## config.mk

```make
export PLATFORM = sky130hd
export DESIGN_NAME = as_fetch_stage
export DESIGN_NICKNAME = d
export VERILOG_FILES = /design/src/rtl/as_pack.sv /design/src/rtl/as_if_id_reg.sv /design/src/rtl/as_fetch_stage.sv
export SDC_FILE = /design/constraint.sdc
export NUM_CORES = 1
export LEC_CHECK = 0
export ABC_CLOCK_PERIOD_IN_PS = 3100
export CAP_MARGIN = 20
export CELL_PAD_IN_SITES_DETAIL_PLACEMENT = 1
export CELL_PAD_IN_SITES_GLOBAL_PLACEMENT = 1
export CORE_MARGIN = 2
export CORE_UTILIZATION = 40
export CTS_BUF_LIST = sky130_fd_sc_hd__clkbuf_2
export DETAILED_ROUTE_END_ITERATION = 8
export GPL_TIMING_DRIVEN = 0
export PLACE_DENSITY = 0.95
export SLEW_MARGIN = 5
export SYNTH_ARGS = -nofsm -noshare
export SYNTH_HDL_FRONTEND = slang
export SYNTH_HIERARCHICAL = 1
export SYNTH_SLANG_ARGS = --single-unit
```

## constraint.sdc

```tcl
create_clock -name clk_i -period 3.1 [get_ports clk_i]
set_clock_uncertainty 0.2 [all_clocks]
set_input_delay 0.62 -clock clk_i [delete_from_list [all_inputs] [get_ports clk_i]]
set_output_delay 0.62 -clock clk_i [all_outputs]
set_load 0.03 [all_outputs]
```

## src/rtl/as_pack.sv

```systemverilog
// Shared constants and types for the RV64I in-order pipeline front end.
package as_pack;
    localparam int XLEN = 64;
    localparam logic [31:0] NOP_INSTR = 32'h0000_0013;

    typedef enum logic [1:0] {
        S_BOOT,
        S_REQ,
        S_KILL,
        S_HOLD
    } fetch_state_t;

    typedef enum logic [1:0] {
        IFID_HOLD,
        IFID_FLUSH,
        IFID_LOAD,
        IFID_BUBBLE
    } if_id_op_t;
endpackage

```

## src/rtl/as_if_id_reg.sv

```systemverilog
// IF/ID pipeline register: hold, flush, bubble or load one fetched instruction.
module as_if_id_reg
    import as_pack::*;
(
    input  logic            clk,
    input  logic            rst,
    input  if_id_op_t       op,
    input  logic [XLEN-1:0] load_pc,
    input  logic [31:0]     load_instr,
    output logic            valid,
    output logic [XLEN-1:0] pc,
    output logic [XLEN-1:0] pc4,
    output logic [31:0]     instr
);
    always_ff @(posedge clk) begin
        if (rst) begin
            valid <= 1'b0;
            pc    <= '0;
            instr <= NOP_INSTR;
        end else begin
            case (op)
                IFID_FLUSH, IFID_BUBBLE: begin
                    // pc is left alone so the last real PC stays visible
                    valid <= 1'b0;
                    instr <= NOP_INSTR;
                end
                IFID_LOAD: begin
                    valid <= 1'b1;
                    pc    <= load_pc;
                    instr <= load_instr;
                end
                default: ;
            endcase
        end
    end

    assign pc4 = pc + XLEN'(4);
endmodule

```

## src/rtl/as_fetch_stage.sv

```systemverilog
// Instruction-fetch stage: PC, imem request/ack handshake, redirect and stall handling.
module as_fetch_stage
    import as_pack::*;
#(
    parameter logic [XLEN-1:0] RESET_PC = '0
) (
    input  logic            clk_i,
    input  logic            rst_i,
    input  logic            stall_n_i,
    input  logic            flush_i,
    input  logic [XLEN-1:0] branch_target_i,
    output logic            imem_req_o,
    output logic [XLEN-1:0] imem_addr_o,
    input  logic            imem_ack_i,
    input  logic [31:0]     imem_rdata_i,
    output logic            if_id_valid_o,
    output logic [XLEN-1:0] if_id_pc_o,
    output logic [XLEN-1:0] if_id_pc4_o,
    output logic [31:0]     if_id_instr_o
);
    fetch_state_t    state_q, state_d;
    logic [XLEN-1:0] pc_q, pc_d;
    logic [XLEN-1:0] redir_q, redir_d;
    logic [XLEN-1:0] buf_pc_q, buf_pc_d;
    logic [31:0]     buf_instr_q, buf_instr_d;
    if_id_op_t       if_op;
    logic [XLEN-1:0] load_pc;
    logic [31:0]     load_instr;

    always_ff @(posedge clk_i) begin
        if (rst_i) begin
            state_q     <= S_BOOT;
            pc_q        <= RESET_PC;
            redir_q     <= '0;
            buf_pc_q    <= '0;
            buf_instr_q <= NOP_INSTR;
        end else begin
            state_q     <= state_d;
            pc_q        <= pc_d;
            redir_q     <= redir_d;
            buf_pc_q    <= buf_pc_d;
            buf_instr_q <= buf_instr_d;
        end
    end

    always_comb begin
        state_d     = state_q;
        pc_d        = pc_q;
        redir_d     = redir_q;
        buf_pc_d    = buf_pc_q;
        buf_instr_d = buf_instr_q;
        imem_req_o  = 1'b0;
        load_pc     = pc_q;
        load_instr  = imem_rdata_i;
        // IF/ID priority: flush beats stall, stall beats any load or bubble
        if (flush_i)         if_op = IFID_FLUSH;
        else if (!stall_n_i) if_op = IFID_HOLD;
        else                 if_op = IFID_BUBBLE;

        case (state_q)
            S_BOOT: state_d = S_REQ;
            S_REQ: begin
                imem_req_o = 1'b1;
                if (imem_ack_i) begin
                    if (flush_i) begin
                        pc_d = branch_target_i;
                    end else if (!stall_n_i) begin
                        buf_pc_d    = pc_q;
                        buf_instr_d = imem_rdata_i;
                        state_d     = S_HOLD;
                    end else begin
                        if_op = IFID_LOAD;
                        pc_d  = pc_q + XLEN'(4);
                    end
                end else if (flush_i) begin
                    redir_d = branch_target_i;
                    state_d = S_KILL;
                end
            end
            S_KILL: begin
                // the outstanding request must complete before redirecting
                imem_req_o = 1'b1;
                if (flush_i) redir_d = branch_target_i;
                if (imem_ack_i) begin
                    pc_d    = flush_i ? branch_target_i : redir_q;
                    state_d = S_REQ;
                end
            end
            S_HOLD: begin
                if (flush_i) begin
                    pc_d    = branch_target_i;
                    state_d = S_REQ;
                end else if (stall_n_i) begin
                    if_op      = IFID_LOAD;
                    load_pc    = buf_pc_q;
                    load_instr = buf_instr_q;
                    pc_d       = buf_pc_q + XLEN'(4);
                    state_d    = S_REQ;
                end
            end
            default: state_d = S_BOOT;
        endcase
    end

    assign imem_addr_o = pc_q;

    as_if_id_reg u_if_id (
        .clk        (clk_i),
        .rst        (rst_i),
        .op         (if_op),
        .load_pc    (load_pc),
        .load_instr (load_instr),
        .valid      (if_id_valid_o),
        .pc         (if_id_pc_o),
        .pc4        (if_id_pc4_o),
        .instr      (if_id_instr_o)
    );
endmodule

```

# Word level (Yosys, flattened, before mapping)

Cells that the tools add are included.

Bits of input ports: 101
Register bits after elaboration: 323
Output and inout bits: 226
Logic and storage cells: 69

Bitwise gates (word level): 1
Add/subtract/negate cells: 3
Muxes and demuxes: 33
Reduce and logical (&&, ||, !) cells: 10
Eq/ne operators: 14

Operator list:

| kind                  | number |
|---|---|
| $mux 64               | 11 |
| $add 64x3->64 const B | 3 |
| $pmux 64 s3           | 1 |
| $pmux 64 s2           | 1 |
| $mux 32               | 3 |
| $pmux 32 s2           | 1 |
| $mux 2                | 12 |
| $ne 3x3->1 const B    | 5 |
| $reduce_and 5->1      | 2 |
| $eq 2x2->1 const B    | 4 |
| $pmux 2 s4            | 1 |
| $ne 2x2->1 const B    | 3 |
| $eq 2x1->1 const B    | 2 |
| $pmux 2 s2            | 1 |
| $reduce_bool 2->1     | 2 |
| $reduce_or 2->1       | 2 |
| $reduce_and 3->1      | 1 |
| $reduce_bool 3->1     | 1 |
| $logic_not 2->1       | 1 |
| $pmux 1 s2            | 1 |
| $reduce_and 2->1      | 1 |
| $mux 1                | 1 |
| $not 1->1             | 1 |

# Depth between registers and ports, before layout

Depth in word-level cells: 9
Gate-level depth with buffers: 11
Mapped depth without buffers: 9

# By module

The synthesis kept the hierarchy.

By module, submodules not included:

| module         | area each (um2) | sequential area each (um2) | times used | cells each |
|---|---|---|---|---|
| as_fetch_stage | 13324.0         | 4524.3                     | 1          | 1810 |
| as_if_id_reg   | 4585.6          | 1941.9                     | 1          | 581 |

# Worst setup path after synthesis

OpenSTA, ideal clock, no wires.

Path kind: reg-to-output
From: register u_if_id.pc[2]
To: output port if_id_pc4_o[52]
Data required time: 2280 ps
Buffers on the path: 1
Slack: -236 ps
Stages on the path, launching flop included: 8
Arrival time: 2516 ps
Cell sequence: dfxtp_1 > ha_1 > nand3_1 > nor4_1 > buf_2 > nand4_4 > nor4_2 > xor2_1

Cells in the longest elaborated chain, start to end: 1

RTL lines:

| element                | line                 | source |
|---|---|---|
| start, declared        | as_if_id_reg.sv:11   | `output logic [XLEN-1:0] pc,` |
| start signal, assigned | as_if_id_reg.sv:29   | `pc <= load_pc;` |
| $add 64x3->64          | as_if_id_reg.sv:37   | `assign pc4 = pc + XLEN'(4);` |
| end, declared          | as_fetch_stage.sv:18 | `output logic [XLEN-1:0] if_id_pc4_o,` |

No other way between the ends.

# Final worst setup path

From: register u_if_id.pc[2]
To: output port if_id_pc4_o[41]

Same word-level chain as after synthesis.

==> impl_metrics.py <==
metrics = {
    "drt": {
        "drtAntennaViolNets": 0,
        "routedWlPerCell_um": 28.0,
        "viasPerCell": 6.18,
        "drc": 0,
        "drt_first_iter_violations": 2040,
        "vias": 22200,
        "dr.pass1.iters": 5,
        "drt-total-wl_mm": 100,
    },
    "place": {
        "numPortBuffers": 326,
        "hpwl_mm": 65.8,
        "place_area_um2": 22100,
        "gp_congestion": 0.969,
        "place_worst_setup_slack_ns": -1.86,
    },
    "synthesis": {
        "yosysSeqAreaShare": 0.361,
        "synth_top_area_cell": "dfxtp_1",
        "synth_area_um2": 17900,
        "yosysTopAreaCellShare": 0.361,
        "avgSynthCellArea_um2": 7.49,
        "synth.distinct_cells": 75,
        "ys_warn_count": 6,
        "synthTopCellsByArea": "dfxtp_1 36%, nand2_1 13%, a21oi_1 8.5%",
        "synth_flop_cell": "dfxtp_1",
        "async_flop_share": 0,
        "synthCells": 2391,
        "synth_edf_count": 0,
        "synth_nets": 2498,
        "synth_seq_cells": 323,
    },
    "sta": {
        "rsz0062_at_grt": "yes",
        "layout_setup_ws_ns": -1.07,
        "fin_crit_sh": 1.35,
        "max_freq_ghz": 0.240,
        "hold_viol": 0,
        "timing.setup.tns_ns": -40.57,
        "setup_viol": 75,
        "holdWs_ns": 0.0154,
        "drv_slew": 0,
        "fin_crit_ns": 4.17,
        "tightest_slew_ns": 1.17,
        "relSlewSlack": 0.219,
    },
    "floorplan": {
        "rows": 77,
        "die_w_um": 216,
        "die_area_um2": 46500,
        "die_h_um": 216,
        "initial_utilization": 0.405,
        "core_area_um2": 44200,
        "io-pin-count": 327,
    },
    "clock_network": {
        "cts_tree": "built",
        "numCtsBuffers": 84,
        "cts_max_path_buffers": 3,
        "clk_latency_ns": 1.07,
        "clk_pin_slew_ns": 0.13,
        "cts_sinks": 323,
        "root_buffer": "clkbuf_2",
        "htreeDepth": 3,
    },
    "critical_path": {
        "slowest_delay_ns": 0.40,
        "path_class": "reg -> out",
        "path_cells": "nand4_1 -> nor4_2 -> buf_4 -> buf_8 -> buf_12 -> nand3_4 -> nor3_4 -> xor2_2 -> buf_6",
        "cpMaxStageDelayCell": "dfxtp_4",
        "cp_data_required_time_ns": 2.28,
        "path_max_fanout": 6,
        "start_kind": "flip-flop",
        "crit_path_end_kind": "output port",
        "arrival_ns": 3.35,
    },
    "hold_path": {
        "min_path_type": "in -> reg",
    },
    "final_layout": {
        "final_util": 0.565,
        "fin_nets": 3038,
        "syn_to_final_growth_pct": 39.4,
        "multi_input_area_um2": 11400,
        "nFillCells": 5396,
        "seq_area_um2": 6610,
        "drive_above_1_share": 0.208,
        "final_area_um2": 25000,
    },
    "global_routing": {
        "grt_first_pass_wirelength_mm": 144,
        "grt_pass1_vias": 22800,
        "grt_max_degree": 19,
        "antenna_found_initial": 3,
        "overflow": 0,
        "grt_usage": 0.406,
    },
    "power": {
        "p_per_area_nw_per_um2": 400,
        "peakVddDrop_v": 0.000222,
        "p_leak_nw": 9.68,
    },
    "run_status": {
        "failed_checks": "negative setup slack",
        "status": "finished with violations",
    },
    "job": {
        "drv_cap": 0,
    },
}
==> area by class of cell <==
cell class,count,share of cell area
multi-input cells,1849,0.458
flip-flops and latches,323,0.265
repair buffers,458,0.178
plain buffers,183,0.0355
well taps,592,0.0297
clock buffers,117,0.0235
clock inverters,28,0.00596
inverters,32,0.00501
diodes,2,0.000200
==> per-stage QoR <==
stage               instances  total power, W
CTS                      3559         0.00973
global placement         3309         0.00661
detailed placement       3314         0.00669
floorplan                2391         0.00567
finish                   3584         0.00999
global route             3583          0.0103
==> state kept, by name, summed over array words and instances (netlist names) <==
signal         flops
imem_addr_o       64
buf_instr_q       32
buf_pc_q          64
u_if_id/pc        64
u_if_id/valid      1
u_if_id/instr     32
redir_q           64
state_q            2
==> routing by layer <==
metal,part of all wire,vias up,global-route usage
met5,0.00089,-,0.0115
met4,0.075,4,0.262
met3,0.093,459,0.104
met2,0.47,1415,0.671
met1,0.37,10800,0.464
li1,-,9451,-
==> repair_timing <==
| action | 4_1_cts | 5_1_grt |
|---|---|---|
| hold endpoints to repair | 58 | 0 |
| resized for setup | 600 | 170 |
| setup endpoints to repair | 273 | 263 |
| pin swaps | 47 | 33 |
| setup buffers | 45 | 24 |
| hold buffers | 58 | 0 |
==> Yosys cell counts (12+ instances only) <==
library cell,number
o211ai_1,20
nor4_1,21
nor2_1,125
mux2i_1,38
a22oi_1,12
nand2_1,608
o221ai_1,14
mux2_2,89
buf_2,21
and4_1,18
inv_1,31
a221oi_1,16
buf_1,15
nor3_1,42
clkbuf_1,141
dfxtp_1,323
a31oi_1,13
o21ai_0,82
nand3_1,78
and3_1,38
nand4_1,59
a21oi_1,305
xnor2_1,70
xor2_1,67
==> placed cells by master (no fill, tap or decap), types with 38 or more instances in the layout <==
master and instances:
clkbuf_2 161, and3_1 38, nand4_1 59, xor2_1 55, clkbuf_1 92, nand3_1 68
mux2i_1 38, buf_6 42, dfxtp_1 266, xnor2_1 58, nand2_1 603, dlygate4sd3_1 58
buf_4 86, nor2_1 104, o21ai_0 79, clkdlybuf4s50_1 205, a21oi_1 303, mux2_2 89
dlygate4sd2_1 47
==> kinds of logic after synthesis <==
| kind of cell | share of synthesized area |
|---|---|
| simple gates | 0.271 |
| compound gates | 0.170 |
| flops | 0.361 |
| buf+inv | 0.0498 |
| xor+xnor | 0.0670 |
| mux | 0.0772 |
| fa+ha+maj | 0.00419 |
==> critical path: cells and delay by family, from the launching register on <==
| family | cells | cell delay (ns) |
|---|---|---|
| buffers and inverters | 4 | 0.60 |
| AND/OR/NAND/NOR | 4 | 1.03 |
| XOR/XNOR | 1 | 0.25 |
| flip-flops | 1 | 0.40 |
==> worst paths after layout <==
kind	slack [ns]	startpoint	to	cells past startpoint
max	-1.07	u_if_id/pc[2]	if_id_pc4_o[41]	9
min	0.02	branch_target_i[7]	redir_q[7]	3
max reg2reg	-0.07	state_q[1]	imem_addr_o[20]	8
min reg2reg	0.26	buf_instr_q[8]	buf_instr_q[8]	2
==> report_power, final <==
part | switching (W) | internal, W | total (W)
registers | 0.000261 | 0.00430 | 0.00457
clock network | 0.00207 | 0.00111 | 0.00318
logic | 0.00149 | 0.000760 | 0.00225
(Power assumes the default switching activity.)
